`src/rtl/proc_pkg.sv`:
```
// Shared opcode, ALUOp, write-back and state encodings for the 8-bit core's
// control sequencer.
package proc_pkg;

   typedef enum logic [2:0] {
      OP_LSR  = 3'b000,
      OP_XOR  = 3'b001,
      OP_BPOS = 3'b010,
      OP_BEQZ = 3'b011,
      OP_LW   = 3'b100,
      OP_SW   = 3'b101,
      OP_MOV  = 3'b110,
      OP_HALT = 3'b111
   } opcode_t;

   localparam logic [2:0] ALU_NOP = 3'b000;
   localparam logic [2:0] ALU_LSR = 3'b001;
   localparam logic [2:0] ALU_POS = 3'b011;
   localparam logic [2:0] ALU_XOR = 3'b100;
   localparam logic [2:0] ALU_BEQ = 3'b101;

   typedef enum logic [2:0] {
      ST_IDLE   = 3'd0,
      ST_FETCH  = 3'd1,
      ST_DECODE = 3'd2,
      ST_EXEC   = 3'd3,
      ST_MEM    = 3'd4,
      ST_WB     = 3'd5,
      ST_HALT   = 3'd6
   } state_t;

   localparam logic [1:0] WB_ALU = 2'd0;
   localparam logic [1:0] WB_MEM = 2'd1;
   localparam logic [1:0] WB_RB  = 2'd2;

endpackage

```
`src/rtl/proc_ctrl_if.sv`:
```
// Datapath-facing bundle of the control sequencer: ROM, ALU, register file,
// branch LUT and data-memory handshake.
interface proc_ctrl_if #(
   parameter int PC_W  = 10,
   parameter int LUT_W = 5
);
   logic [PC_W-1:0]  instr_addr;
   logic [8:0]       instr;
   logic [2:0]       alu_op;
   logic             alu_taken;
   logic [2:0]       rf_ra;
   logic [2:0]       rf_rb;
   logic             rf_we;
   logic [1:0]       wb_sel;
   logic [LUT_W-1:0] lut_idx;
   logic [PC_W-1:0]  lut_target;
   logic             mem_req;
   logic             mem_we;
   logic             mem_ack;

   modport master (
      output instr_addr, alu_op, rf_ra, rf_rb, rf_we, wb_sel, lut_idx, mem_req, mem_we,
      input  instr, alu_taken, lut_target, mem_ack
   );

   modport slave (
      input  instr_addr, alu_op, rf_ra, rf_rb, rf_we, wb_sel, lut_idx, mem_req, mem_we,
      output instr, alu_taken, lut_target, mem_ack
   );
endinterface

```
`src/rtl/proc_decode.sv`:
```
// Combinational opcode decoder: ALUOp, write-back source and instruction
// class flags used by the sequencer.
module proc_decode
   import proc_pkg::*;
(
   input  opcode_t    op,
   output logic [2:0] alu_op,
   output logic [1:0] wb_sel,
   output logic       is_branch,
   output logic       is_mem,
   output logic       is_store,
   output logic       is_halt,
   output logic       is_mov
);
   always_comb begin
      alu_op    = ALU_NOP;
      wb_sel    = WB_ALU;
      is_branch = 1'b0;
      is_mem    = 1'b0;
      is_store  = 1'b0;
      is_halt   = 1'b0;
      is_mov    = 1'b0;
      case (op)
         OP_LSR:  alu_op = ALU_LSR;
         OP_XOR:  alu_op = ALU_XOR;
         OP_BPOS: begin alu_op = ALU_POS; is_branch = 1'b1; end
         OP_BEQZ: begin alu_op = ALU_BEQ; is_branch = 1'b1; end
         // Memory ops leave the ALU idle; the address comes from the register file.
         OP_LW:   begin is_mem = 1'b1; wb_sel = WB_MEM; end
         OP_SW:   begin is_mem = 1'b1; is_store = 1'b1; end
         OP_MOV:  begin is_mov = 1'b1; wb_sel = WB_RB; end
         OP_HALT: is_halt = 1'b1;
      endcase
   end
endmodule

```
`src/rtl/proc_ctrl.sv`:
```
// Multi-cycle control sequencer: owns pc and ir, walks
// FETCH/DECODE/EXEC/MEM/WB and counts busy cycles.
module proc_ctrl
   import proc_pkg::*;
#(
   parameter int PC_W  = 10,
   parameter int LUT_W = 5,
   parameter int CNT_W = 16
) (
   input  logic             clk,
   input  logic             rst_n,
   input  logic             start,
   proc_ctrl_if.master      bus,
   output logic             done,
   output logic [CNT_W-1:0] cycle_cnt
);
   state_t           state_reg, state_next;
   logic [PC_W-1:0]  pc_reg, pc_next;
   logic [8:0]       ir_reg, ir_next;
   logic [CNT_W-1:0] cnt_reg, cnt_next;

   opcode_t    op;
   logic [2:0] dec_alu_op;
   logic [1:0] dec_wb_sel;
   logic       is_branch, is_mem, is_store, is_halt, is_mov;

   assign op = opcode_t'(ir_reg[8:6]);

   proc_decode u_decode (
      .op        (op),
      .alu_op    (dec_alu_op),
      .wb_sel    (dec_wb_sel),
      .is_branch (is_branch),
      .is_mem    (is_mem),
      .is_store  (is_store),
      .is_halt   (is_halt),
      .is_mov    (is_mov)
   );

   assign bus.instr_addr = pc_reg;
   assign bus.rf_ra      = ir_reg[5:3];
   assign bus.rf_rb      = ir_reg[2:0];
   assign bus.lut_idx    = ir_reg[LUT_W-1:0];
   assign cycle_cnt      = cnt_reg;

   always_ff @(posedge clk or negedge rst_n) begin
      if (!rst_n) begin
         state_reg <= ST_IDLE;
         pc_reg    <= '0;
         ir_reg    <= '0;
         cnt_reg   <= '0;
      end else begin
         state_reg <= state_next;
         pc_reg    <= pc_next;
         ir_reg    <= ir_next;
         cnt_reg   <= cnt_next;
      end
   end

   always_comb begin
      state_next  = state_reg;
      pc_next     = pc_reg;
      ir_next     = ir_reg;
      cnt_next    = cnt_reg;
      bus.alu_op  = ALU_NOP;
      bus.rf_we   = 1'b0;
      bus.wb_sel  = WB_ALU;
      bus.mem_req = 1'b0;
      bus.mem_we  = 1'b0;
      done        = 1'b0;

      // Busy-cycle counter sticks at all-ones instead of wrapping.
      if (state_reg != ST_IDLE && state_reg != ST_HALT && cnt_reg != '1)
         cnt_next = cnt_reg + 1'b1;

      case (state_reg)
         ST_IDLE: begin
            if (start) begin
               state_next = ST_FETCH;
               pc_next    = '0;
               cnt_next   = '0;
            end
         end
         ST_FETCH: begin
            ir_next    = bus.instr;
            state_next = ST_DECODE;
         end
         ST_DECODE: begin
            if (is_halt)     state_next = ST_HALT;
            else if (is_mov) state_next = ST_WB;
            else             state_next = ST_EXEC;
         end
         ST_EXEC: begin
            bus.alu_op = dec_alu_op;
            if (is_branch) begin
               pc_next    = bus.alu_taken ? bus.lut_target : pc_reg + 1'b1;
               state_next = ST_FETCH;
            end else if (is_mem) begin
               state_next = ST_MEM;
            end else begin
               state_next = ST_WB;
            end
         end
         ST_MEM: begin
            bus.mem_req = 1'b1;
            bus.mem_we  = is_store;
            if (bus.mem_ack) begin
               if (is_store) begin
                  pc_next    = pc_reg + 1'b1;
                  state_next = ST_FETCH;
               end else begin
                  state_next = ST_WB;
               end
            end
         end
         ST_WB: begin
            bus.rf_we  = 1'b1;
            bus.wb_sel = dec_wb_sel;
            pc_next    = pc_reg + 1'b1;
            state_next = ST_FETCH;
         end
         ST_HALT: begin
            done = 1'b1;
            if (start) begin
               state_next = ST_FETCH;
               pc_next    = '0;
               cnt_next   = '0;
            end
         end
         default: state_next = ST_IDLE;
      endcase
   end
endmodule

```
`src/flat_wrapper.sv`:
```
// flat-port wrapper written by rule: the top's interface ports become plain ports
module proc_ctrl_flat import proc_pkg::*;
#(
   parameter int PC_W  = 10,
   parameter int LUT_W = 5,
   parameter int CNT_W = 16
)
  (clk, rst_n, start, done, cycle_cnt, bus_instr_addr, bus_alu_op, bus_rf_ra, bus_rf_rb, bus_rf_we, bus_wb_sel, bus_lut_idx, bus_mem_req, bus_mem_we, bus_instr, bus_alu_taken, bus_lut_target, bus_mem_ack);
  proc_ctrl_if #(.PC_W(PC_W), .LUT_W(LUT_W)) bus_i ();
  input  logic clk;
  input  logic rst_n;
  input  logic start;
  output logic done;
  output logic [CNT_W-1:0] cycle_cnt;
  output wire logic [$bits(bus_i.instr_addr)-1:0] bus_instr_addr;
  output wire logic [$bits(bus_i.alu_op)-1:0] bus_alu_op;
  output wire logic [$bits(bus_i.rf_ra)-1:0] bus_rf_ra;
  output wire logic [$bits(bus_i.rf_rb)-1:0] bus_rf_rb;
  output wire logic [$bits(bus_i.rf_we)-1:0] bus_rf_we;
  output wire logic [$bits(bus_i.wb_sel)-1:0] bus_wb_sel;
  output wire logic [$bits(bus_i.lut_idx)-1:0] bus_lut_idx;
  output wire logic [$bits(bus_i.mem_req)-1:0] bus_mem_req;
  output wire logic [$bits(bus_i.mem_we)-1:0] bus_mem_we;
  input wire logic [$bits(bus_i.instr)-1:0] bus_instr;
  input wire logic [$bits(bus_i.alu_taken)-1:0] bus_alu_taken;
  input wire logic [$bits(bus_i.lut_target)-1:0] bus_lut_target;
  input wire logic [$bits(bus_i.mem_ack)-1:0] bus_mem_ack;
  assign bus_instr_addr = bus_i.instr_addr;
  assign bus_alu_op = bus_i.alu_op;
  assign bus_rf_ra = bus_i.rf_ra;
  assign bus_rf_rb = bus_i.rf_rb;
  assign bus_rf_we = bus_i.rf_we;
  assign bus_wb_sel = bus_i.wb_sel;
  assign bus_lut_idx = bus_i.lut_idx;
  assign bus_mem_req = bus_i.mem_req;
  assign bus_mem_we = bus_i.mem_we;
  assign bus_i.instr = bus_instr;
  assign bus_i.alu_taken = bus_alu_taken;
  assign bus_i.lut_target = bus_lut_target;
  assign bus_i.mem_ack = bus_mem_ack;
  proc_ctrl #(.PC_W(PC_W), .LUT_W(LUT_W), .CNT_W(CNT_W)) u_core (.clk(clk), .rst_n(rst_n), .start(start), .bus(bus_i), .done(done), .cycle_cnt(cycle_cnt));
endmodule
```
`config.mk`:
```
export PLATFORM = sky130hd
export DESIGN_NAME = proc_ctrl_flat
export DESIGN_NICKNAME = d
export VERILOG_FILES = /design/src/rtl/proc_pkg.sv /design/src/rtl/proc_ctrl_if.sv /design/src/rtl/proc_decode.sv /design/src/rtl/proc_ctrl.sv /design/src/flat_wrapper.sv
export SDC_FILE = /design/constraint.sdc
export NUM_CORES = 1
export LEC_CHECK = 0
export ABC_AREA = 1
export BUFFER_PORTS_ARGS = -buffer_cell sky130_fd_sc_hd__buf_4
export CAP_MARGIN = 20
export CORE_MARGIN = 4
export CORE_UTILIZATION = 50
export DETAILED_ROUTE_END_ITERATION = 6
export HOLD_SLACK_MARGIN = 0.05
export PLACE_DENSITY = 0.79
export SYNTH_ARGS = -nofsm -noshare
export SYNTH_HDL_FRONTEND = slang
export SYNTH_SLANG_ARGS = --single-unit
```
`constraint.sdc`:
```
create_clock -name clk -period 3.1 [get_ports clk]
set_input_delay 0.93 -clock clk [delete_from_list [all_inputs] [get_ports clk]]
set_output_delay 0.93 -clock clk [all_outputs]
set_load 0.02 [all_outputs]
```
==> impl_metrics.py <==
metrics = {
    "placed_design": {
        "dp_hpwl_um": 4730,
        "portBuffers": 69,
        "dp_slack_ns": 1.02,
        "gp_congestion": 0.886,
    },
    "synthesis": {
        "synthesis.nets": 410,
        "yosys_most_used_dff": "dfrtp_1",
        "synth_fa_ha_area_share_pct": 0.989,
        "ys_warn_count": 0,
        "ys_types": 26,
        "synth_xor_area_share_pct": 2.42,
        "ys_seq_area_share_pct": 37.6,
        "synthMuxAreaShare_pct": 0,
        "async_flop_share_pct": 100,
        "yosys.area_share.simple_pct": 37.4,
        "synthTopCellsByCount": "148 x nand2_1, 44 x inv_1, 38 x dfrtp_1",
        "synth_top_cell_area_share_pct": 37.6,
        "ys_seq_elements": 38,
        "synth_area_leader_cell": "dfrtp_1",
        "post-synth-top-count-cell": "nand2_1",
        "synth_edf_count": 0,
        "syn_avg_cell_area_um2": 6.59,
        "netlist_area_um2": 2530,
        "syn_inst": 384,
        "synth.area.top_cells": "dfrtp_1 38%, nand2_1 22%, inv_1 6.5%",
        "synth_top_family_by_area": "simple AND/OR/NAND/NOR gates",
        "synth-compound-area-share_pct": 9.59,
    },
    "grt": {
        "grt_overflow": 0,
        "grt.busiest_layer": "met2",
        "grt_use_met2_pct": 36.4,
        "grt_antenna_before_repair": 0,
        "grt.met1_usage_pct": 26.6,
        "grt_max_degree": 39,
        "track_usage_pct": 21.2,
        "grt_pass1_vias": 2395,
        "grt_util_met3_pct": 4.42,
        "grt_pass1_wl_um": 10700,
    },
    "worst_setup_path": {
        "required_ns": 2.17,
        "path_max_fanout": 7,
        "worstSetupEndpointType": "primary output",
        "worst_ep_arrival_time_ns": 1.47,
        "path_class": "register to primary output",
        "cp-start-kind": "register",
    },
    "drt": {
        "wl_per_cell_um": 12.6,
        "vias": 2611,
        "firstDrtPassIters": 5,
        "vias_per_cell": 5.12,
        "dr.first_iter.drc_count": 115,
        "wirelength_um": 6400,
        "drc": 0,
        "antenna_left": 0,
    },
    "clock_network": {
        "post_cts_buffers": 0,
        "path_clk_slew_ns": 0.07,
        "clk-insertion-delay-late_ns": 0.29,
        "cts_buffer_depth": 2,
        "cts-buffers-inserted": 5,
        "htreeDepth": 2,
        "cts_tree": "built",
        "cts-root-buf": "clkbuf_8",
        "cts_hold_buf": 0,
        "cts_resized": 0,
        "cts.sinks": 38,
    },
    "timing": {
        "finalCriticalPeriod_ns": 2.40,
        "worst_pin_slew_ns": 0.698,
        "grt_setup_unrepaired": "false",
        "setup_slack_ns": 0.702,
        "finalSetupViolations": 0,
        "slew_headroom_pct": 53.3,
        "finalHoldViolations": 0,
        "finalCritPeriodShare_pct": 77.4,
        "fmax_ghz": 0.417,
        "maxSlewViolCount": 0,
        "fin_skew_ns": 0.00466,
        "setup_tns_ns": 0,
    },
    "die": {
        "die-area_um2": 6260,
        "initial_core_util_pct": 52.5,
        "io_pins": 70,
        "die_w_um": 79.2,
        "num_rows": 25,
        "core_area_um2": 4820,
        "die_h_um": 79.2,
    },
    "power": {
        "power.leakage_uw": 0.00168,
        "peakVddDrop_mv": 0.536,
        "p_per_area_nw_per_um2": 901,
    },
    "final_layout": {
        "syn2layout_area_growth_pct": 22.2,
        "largest_reg_flops": 16,
        "n_fill_cell": 469,
        "antennaDiodeCount": 0,
        "drive_gt1_share_pct": 19.0,
        "finish.net_count": 468,
    },
    "worst_hold_path": {
        "min_path_type": "register to register",
    },
    "run": {
        "drv_cap": 0,
    },
    "outcome": {
        "outcome": "complete, no violations",
    },
}
power by group:
part	leakage, uW	internal, uW	switching (uW)
clock network	0.0000482	180	180
registers	0.000496	673	211
logic	0.00113	542	1000
worst max-delay path, stage by stage (launching register included):
cell     delay (ns)
dfrtp_1        0.45
nand2_1        0.08
nor2_1         0.21
nand2_1        0.13
nor3_1         0.15
buf_4          0.17
layer usage:
layer  wire length [um]  share of wire, %
met1               2680                42
met2               3160                49
met3                482               7.5
met4                 82               1.3
met5                  0                 0
cells by family after synthesis:
logic type,count (synthesis)
xor+xnor,7
flops,38
fa+ha+maj,2
buf+inv,63
simple gates,230
compound gates,44
placed cells by master, fill, tap and decap left out, drive strengths merged:
master / synthesis / final
a21boi: 1 / 1
nand3b: 2 / 2
xnor2: 4 / 4
a31oi: 1 / 1
or2: 1 / 1
o31ai: 1 / 1
a22oi: 2 / 2
clkbuf: 3 / 7
dfrtp: 38 / 38
nand4: 6 / 6
ha: 2 / 2
nand2: 150 / 150
nor2: 34 / 34
a21oi: 11 / 11
xor2: 3 / 3
nand3: 29 / 29
nor3: 8 / 8
o21ai: 28 / 28
inv: 44 / 44
clkinv: 0 / 1
buf: 16 / 70
path summary, 6_finish.rpt:
kind	start	end	slack, ns	cells past startpoint
max in group asynchronous	rst_n	u_core.cycle_cnt[3]	2.16	1
min in group asynchronous	rst_n	u_core.cycle_cnt[4]	0.60	1
worst max register to register	u_core.state_reg[1]	u_core.bus.instr_addr[6]	1.13	7
worst min register to register	u_core.ir_reg[5]	u_core.ir_reg[5]	0.49	2
worst min-delay path	u_core.ir_reg[5]	u_core.ir_reg[5]	0.49	2
worst max-delay path	u_core.state_reg[1]	bus_alu_op[1]	0.70	5
final cells by class:
cell class                 instances  area (um^2)  area share, %
clock buffer                       7         86.3           2.79
clock inverter                     1         5.00          0.162
inverter                          44          165           5.34
timing repair buffer              70          526           17.0
tap                               67         83.8           2.71
sequential                        38          951           30.7
multi-input combinational        283         1280           41.3
through the flow:
step | utilization, % | cell area, um^2 | hold WS, ns | std cells | total power, uW
2_1_floorplan | - | 2530 | 0.443 | 384 | 2050
3_3_place_gp | 62.3 | 3000 | 0.464 | 502 | 2390
3_5_place_dp | 62.3 | 3000 | 0.470 | 502 | 2440
4_1_cts | 64.2 | 3090 | 0.494 | 510 | 2800
5_1_grt | 64.2 | 3090 | 0.514 | 510 | 3030
6_report | 64.2 | 3090 | 0.487 | 510 | 2790
(Power assumes the default switching activity.)
